==> src/rtl/nx_msg_decoder_pkg.sv <==
// Shared types and helpers for the mesh message decoder: direction encoding, header layout, XY routing.
package nx_msg_decoder_pkg;

   typedef enum logic [1:0] {
      DIR_N = 2'd0,
      DIR_E = 2'd1,
      DIR_S = 2'd2,
      DIR_W = 2'd3
   } nx_dir_t;

   localparam int NX_STREAM_WIDTH   = 32;
   localparam int NX_ROW_WIDTH      = 4;
   localparam int NX_COL_WIDTH      = 4;
   localparam int NX_COMMAND_WIDTH  = 2;
   localparam int NX_PAYLOAD_WIDTH  = NX_STREAM_WIDTH - NX_ROW_WIDTH - NX_COL_WIDTH - NX_COMMAND_WIDTH;
   localparam int NX_ADDR_CMP_WIDTH = 16;

   // Header layout of a default-width message, MSB first.
   typedef struct packed {
      logic [NX_ROW_WIDTH-1:0]     row;
      logic [NX_COL_WIDTH-1:0]     col;
      logic [NX_COMMAND_WIDTH-1:0] command;
      logic [NX_PAYLOAD_WIDTH-1:0] payload;
   } nx_hdr_t;

   // XY routing: resolve the row first, then the column; only called for non-local targets.
   function automatic nx_dir_t nx_route(input logic [NX_ADDR_CMP_WIDTH-1:0] row,
                                        input logic [NX_ADDR_CMP_WIDTH-1:0] col,
                                        input logic [NX_ADDR_CMP_WIDTH-1:0] node_row,
                                        input logic [NX_ADDR_CMP_WIDTH-1:0] node_col);
      nx_dir_t dir;
      if (row > node_row)      dir = DIR_S;
      else if (row < node_row) dir = DIR_N;
      else if (col > node_col) dir = DIR_E;
      else                     dir = DIR_W;
      return dir;
   endfunction

   function automatic nx_dir_t nx_reverse(input logic [1:0] arrival);
      return nx_dir_t'(arrival ^ 2'd2);
   endfunction

endpackage

==> src/rtl/nx_rr_arbiter.sv <==
// Round-robin arbiter: one-hot grant starting the search at the pointer; pointer moves past the winner on advance.
module nx_rr_arbiter #(
   parameter int N = 4
) (
   input  logic         clk_i,
   input  logic         rst_i,
   input  logic [N-1:0] req_i,
   input  logic         advance_i,
   output logic [N-1:0] grant_o,
   output logic [1:0]   grant_idx_o
);

   logic [1:0] ptr_q, ptr_d;
   logic [2:0] cand;
   logic [2:0] next_ptr;
   logic       found;

   // NOTE: every combinational output gets a default before the loop so no latch is inferred.
   always_comb begin
      grant_o     = '0;
      grant_idx_o = '0;
      cand        = '0;
      found       = 1'b0;
      for (int k = 0; k < N; k++) begin
         cand = {1'b0, ptr_q} + 3'(k);
         if (cand >= 3'(N)) cand = cand - 3'(N);
         if (!found && req_i[cand[1:0]]) begin
            found                = 1'b1;
            grant_o[cand[1:0]]   = 1'b1;
            grant_idx_o          = cand[1:0];
         end
      end
   end

   always_comb begin
      next_ptr = {1'b0, grant_idx_o} + 3'd1;
      ptr_d    = ptr_q;
      if (advance_i) ptr_d = (next_ptr >= 3'(N)) ? 2'd0 : next_ptr[1:0];
   end

   // NOTE: state updates use non-blocking assignments; reset is synchronous.
   always_ff @(posedge clk_i) begin
      if (rst_i) ptr_q <= 2'd0;
      else       ptr_q <= ptr_d;
   end

endmodule

==> src/rtl/nx_msg_mux_decoder.sv <==
// Multi-channel mesh message decoder: arbitrates inbound streams, steers to local command or XY bypass.
// Optional broadcast delivery (all-ones address to both ports) enabled by defining NX_MSG_BCAST_EN.
module nx_msg_mux_decoder
   import nx_msg_decoder_pkg::*;
#(
   parameter  int STREAM_WIDTH   = 32,
   parameter  int ADDR_ROW_WIDTH = 4,
   parameter  int ADDR_COL_WIDTH = 4,
   parameter  int COMMAND_WIDTH  = 2,
   parameter  int NUM_INPUTS     = 4,
   localparam int PAYLOAD_WIDTH  = STREAM_WIDTH - ADDR_ROW_WIDTH - ADDR_COL_WIDTH - COMMAND_WIDTH
) (
   input  logic                                     clk_i,
   input  logic                                     rst_i,
   input  logic [ADDR_ROW_WIDTH-1:0]                node_row_i,
   input  logic [ADDR_COL_WIDTH-1:0]                node_col_i,
   input  logic [NUM_INPUTS-1:0][STREAM_WIDTH-1:0]  msg_data_i,
   input  logic [NUM_INPUTS-1:0]                    msg_valid_i,
   output logic [NUM_INPUTS-1:0]                    msg_ready_o,
   output logic [STREAM_WIDTH-1:0]                  bypass_data_o,
   output logic [1:0]                               bypass_dir_o,
   output logic                                     bypass_valid_o,
   input  logic                                     bypass_ready_i,
   output logic [COMMAND_WIDTH-1:0]                 cmd_op_o,
   output logic [PAYLOAD_WIDTH-1:0]                 cmd_payload_o,
   output logic [1:0]                               cmd_src_o,
   output logic                                     cmd_valid_o,
   input  logic                                     cmd_ready_i
);

   localparam int ROW_LSB = STREAM_WIDTH - ADDR_ROW_WIDTH;
   localparam int COL_LSB = ROW_LSB - ADDR_COL_WIDTH;
   localparam int OP_LSB  = COL_LSB - COMMAND_WIDTH;

   logic [NUM_INPUTS-1:0]     grant;
   logic [1:0]                grant_idx;
   logic [STREAM_WIDTH-1:0]   sel_data;
   logic [ADDR_ROW_WIDTH-1:0] sel_row;
   logic [ADDR_COL_WIDTH-1:0] sel_col;
   logic                      reg_free;
   logic                      accept;
   logic                      is_local;
   logic                      is_bcast;
   nx_dir_t                   route_dir;

   logic [STREAM_WIDTH-1:0]   data_q, data_d;
   logic [1:0]                src_q, src_d;
   nx_dir_t                   dir_q, dir_d;
   logic                      pend_cmd_q, pend_cmd_d;
   logic                      pend_byp_q, pend_byp_d;

   // Free for a new message once every pending side completes its handshake this cycle.
   assign reg_free = (!pend_cmd_q || cmd_ready_i) && (!pend_byp_q || bypass_ready_i);
   assign accept   = reg_free && (|msg_valid_i) && !rst_i;

   nx_rr_arbiter #(
      .N (NUM_INPUTS)
   ) u_arb (
      .clk_i       (clk_i),
      .rst_i       (rst_i),
      .req_i       (msg_valid_i),
      .advance_i   (accept),
      .grant_o     (grant),
      .grant_idx_o (grant_idx)
   );

   assign msg_ready_o = accept ? grant : '0;
   assign sel_data    = msg_data_i[grant_idx];
   assign sel_row     = sel_data[ROW_LSB +: ADDR_ROW_WIDTH];
   assign sel_col     = sel_data[COL_LSB +: ADDR_COL_WIDTH];
   assign is_local    = (sel_row == node_row_i) && (sel_col == node_col_i);
   assign route_dir   = nx_route(NX_ADDR_CMP_WIDTH'(sel_row), NX_ADDR_CMP_WIDTH'(sel_col),
                                 NX_ADDR_CMP_WIDTH'(node_row_i), NX_ADDR_CMP_WIDTH'(node_col_i));

`ifdef NX_MSG_BCAST_EN
   assign is_bcast = (&sel_row) && (&sel_col);
`else
   assign is_bcast = 1'b0;
`endif

   always_comb begin
      data_d     = data_q;
      src_d      = src_q;
      dir_d      = dir_q;
      pend_cmd_d = pend_cmd_q && !cmd_ready_i;
      pend_byp_d = pend_byp_q && !bypass_ready_i;
      if (accept) begin
         data_d = sel_data;
         src_d  = grant_idx;
         if (is_bcast) begin
            pend_cmd_d = 1'b1;
            pend_byp_d = 1'b1;
            dir_d      = nx_reverse(grant_idx);
         end else if (is_local) begin
            pend_cmd_d = 1'b1;
            pend_byp_d = 1'b0;
            dir_d      = DIR_N;
         end else begin
            pend_cmd_d = 1'b0;
            pend_byp_d = 1'b1;
            dir_d      = route_dir;
         end
      end
   end

   // Data fields are cleared too so every output reads zero straight out of reset.
   always_ff @(posedge clk_i) begin
      if (rst_i) begin
         data_q     <= '0;
         src_q      <= 2'd0;
         dir_q      <= DIR_N;
         pend_cmd_q <= 1'b0;
         pend_byp_q <= 1'b0;
      end else begin
         data_q     <= data_d;
         src_q      <= src_d;
         dir_q      <= dir_d;
         pend_cmd_q <= pend_cmd_d;
         pend_byp_q <= pend_byp_d;
      end
   end

   assign bypass_data_o  = data_q;
   assign bypass_dir_o   = dir_q;
   assign bypass_valid_o = pend_byp_q;
   assign cmd_op_o       = data_q[OP_LSB +: COMMAND_WIDTH];
   assign cmd_payload_o  = data_q[PAYLOAD_WIDTH-1:0];
   assign cmd_src_o      = src_q;
   assign cmd_valid_o    = pend_cmd_q;

endmodule

==> config.mk <==
export PLATFORM = sky130hd
export DESIGN_NAME = nx_msg_mux_decoder
export DESIGN_NICKNAME = d
export VERILOG_FILES = /design/src/rtl/nx_msg_decoder_pkg.sv /design/src/rtl/nx_rr_arbiter.sv /design/src/rtl/nx_msg_mux_decoder.sv
export SDC_FILE = /design/constraint.sdc
export NUM_CORES = 1
export LEC_CHECK = 0
export CORE_ASPECT_RATIO = 1.75
export CORE_MARGIN = 2
export CORE_UTILIZATION = 46
export DETAILED_ROUTE_END_ITERATION = 12
export PLACE_DENSITY = 0.91
export SYNTH_ARGS = -nofsm -noshare
export SYNTH_HDL_FRONTEND = slang
export SYNTH_SLANG_ARGS = --single-unit
==> constraint.sdc <==
create_clock -name clk_i -period 6.2 [get_ports clk_i]
set_input_delay 0.93 -clock clk_i [delete_from_list [all_inputs] [get_ports clk_i]]
set_output_delay 0.93 -clock clk_i [all_outputs]
set_load 0.01 [all_outputs]
==> metrics.cfg <==
[status]
status = complete, no violations

[grt]
grt_util_all_layers = 0.305
first_global_vias = 5341
grt_first_pass_wirelength_um = 26200
antenna_found_initial = 1
overflow = 0
grt_max_degree = 58

[synthesis]
syn_area_sq_um = 4570
synthXorXnorAreaFrac = 0.00192
seq_area_frac_synth = 0.175
ys.flop_type = dfxtp_1
synth_compound_area_frac = 0.280
synthMuxAreaShare = 0.158
ys_seq_elements = 40
syn-num-nets = 744
synth_top_family_by_area = compound AO/OA/AOI/OAI gates
syn_area_per_cell_sq_um = 7.82
netlist_instances = 584
async_flop_share = 0
synth_cell_types = 54
synth-simple-area-share = 0.223
yosys_warnings = 0
synth_adder_area_share = 0.0438
synth_edf_count = 0

[clock_network]
cts_tree = done
cts_max_path_buffers = 2
cts-htree-levels = 2
cts_setup_buffers = 0
clock-sinks = 40
cts_root_buffer = clkbuf_16
clkTransAtPathRegs_ns = 0.06
hold_buffers = 0
post_cts_resized = 0
cts_buffers = 5
clkLatencyLatePin_ns = 0.28

[place]
portBuffers = 209
place_congestion = 0.970
hpwlAfterDp_um = 13000
place_ws_ns = 1.06

[die]
initial_core_util = 0.467
die_w_um = 79.3
dieHeight_um = 136
core_area_sq_um = 9790
dieArea_sq_um = 10800
num_io_pins = 210
core.rowCount = 48

[timing]
tightest_slew_ns = 1.12
relSlewSlack = 0.251
rsz0062_at_grt = false
finClkSkew_ns = 0.00635
worst_slack_ns = 0.915
setup_viol = 0
holdWs_ns = 0.488
finalHoldViolCount = 0
setup-tns-final_ns = 0
drv_slew = 0
period_share = 0.852
fmax_mhz = 189
min_period_ns = 5.28

[critical_path]
crit_required_ns = 6.42
ff2ff_setup_slack_ns = 0.92
crit_path_start_kind = flip-flop
crit_fanout = 57
crit_chain = inv_1, ha_1, mux4_2, nor2b_4, nor2_4, o21ai_2, mux2i_1, mux2i_1, ha_1, nand3_1, a21oi_1, a211oi_1, o211ai_1, a21oi_1
crit_arrival_ns = 5.50
worst_path_largest_cell_delay_ns = 1.03
path_class = flip-flop to flip-flop
endpoint_kind = flip-flop
crit_path_top_delay_cell = dfxtp_2

[cells_and_area]
area_delta_synth_final_pct = 43.7
fin_nets = 889
drive_above_1_share = 0.0712

[routing]
vias = 5405
wl_per_cell_um = 20.1
drt-initial-drc-count = 474
drt-total-wl_um = 17200
ant_nets = 0
dr.pass1.iters = 5
vias_per_cell = 6.31
drc_errors = 0

[run]
maxCapViolations = 0

[power_and_ir_drop]
p_leak_uw = 0.00250
ir_drop_mv = 0.220
power_density_nw_per_um2 = 345

[worst_hold_path]
holdCritPathClass = flip-flop to flip-flop

layer usage:
metal  part of all wire  track usage  up-vias  wire (um)
met5                  0            0        -          0
met1               0.34        0.303     2488       5830
met4              0.070        0.179        0       1190
li1                   -            -     2479          -
met2               0.51        0.572      352       8800
met3              0.078       0.0598       86       1340
path summary, 6_finish.rpt:
check                       start         endpoint  cells after the start
setup / recovery   u_arb.ptr_q[0]  bypass_dir_o[1]                     14
hold reg to reg   bypass_dir_o[1]  bypass_dir_o[1]                      2
hold / removal    bypass_dir_o[1]  bypass_dir_o[1]                      2
setup reg to reg   u_arb.ptr_q[0]  bypass_dir_o[1]                     14
synthesized netlist by cell type, drive strengths merged, types with 19 or more instances:
cell	count	area, sq um
a21oi	25	125
a221oi	19	235
buf	59	430
clkbuf	21	78.8
dfxtp	40	801
mux2i	53	531
nand3b	20	150
nor2	71	274
nor3	39	195
o21ai	37	189
o221ai	19	166
o22ai	26	163
report_power, final:
group | switching [uW] | leakage [uW] | internal, uW
logic | 820 | 0.00208 | 716
clock network | 108 | 0.0000871 | 202
registers | 87.5 | 0.000332 | 334
kinds of logic after synthesis:
group | Yosys count
flip-flops | 40
buffers and inverters | 89
AO/OA/AOI/OAI | 175
multiplexers | 67
XOR/XNOR | 1
adder cells (fa/ha/maj) | 16
AND/OR/NAND/NOR | 196
layout make-up:
| type | count | area, sq um |
|---|---|---|
| fillers | 798 | 3220 |
| well taps | 125 | 156 |
| inverters | 9 | 33.8 |
| repair buffers | 218 | 2160 |
| diodes | 1 | 2.50 |
| flip-flops and latches | 40 | 802 |
| clock inverters | 2 | 38.8 |
| multi-input cells | 455 | 3230 |
| clock buffers | 6 | 139 |
per-stage QoR:
step | util | cells | instance area, sq um | power, uW
detailed placement | 0.652 | 847 | 6390 | 1940
global placement | 0.652 | 847 | 6390 | 1880
CTS | 0.671 | 855 | 6560 | 2250
global route | 0.671 | 856 | 6570 | 2400
finish | 0.671 | 856 | 6570 | 2270
floorplan | - | 584 | 4570 | 1470
cell usage in the layout, fill, tap and decap left out, types with 2 or more instances in the layout:
master / count
nor3_1: 38
mux4_2: 3
nand3b_1: 20
nor3b_1: 2
mux2i_1: 52
a221oi_1: 8
o21ai_0: 32
a21oi_1: 25
a221o_1: 4
nand2_1: 14
o21bai_1: 15
clkbuf_16: 5
o21ai_1: 4
nand3_1: 7
o22ai_1: 26
or4_1: 8
inv_1: 9
or3_1: 2
clkdlybuf4s50_1: 209
a21o_1: 18
nor2b_1: 4
buf_4: 9
nor2_1: 70
mux2_2: 11
dfxtp_1: 39
a211oi_1: 2
nor4_1: 13
a221oi_2: 11
and3_1: 2
o221ai_1: 19
a211o_1: 2
ha_1: 16
nand2b_1: 6
sequential cells by signal, indices dropped and copies added, names as in the netlist:
name	count
cmd_src_o	2
cmd_valid_o	1
bypass_data_o	32
bypass_valid_o	1
bypass_dir_o	2
u_arb.ptr_q	2
critical path, delay by kind of cell, from the launching register on:
kind,cells,cell delay (ns)
adders and majority gates,2,0.89
and+or+nand+nor,3,0.87
buffers and inverters,1,0.16
muxes,3,0.95
DFF,1,1.03
AOI/OAI and AO/OA,5,1.28
(Power assumes the default switching activity.)
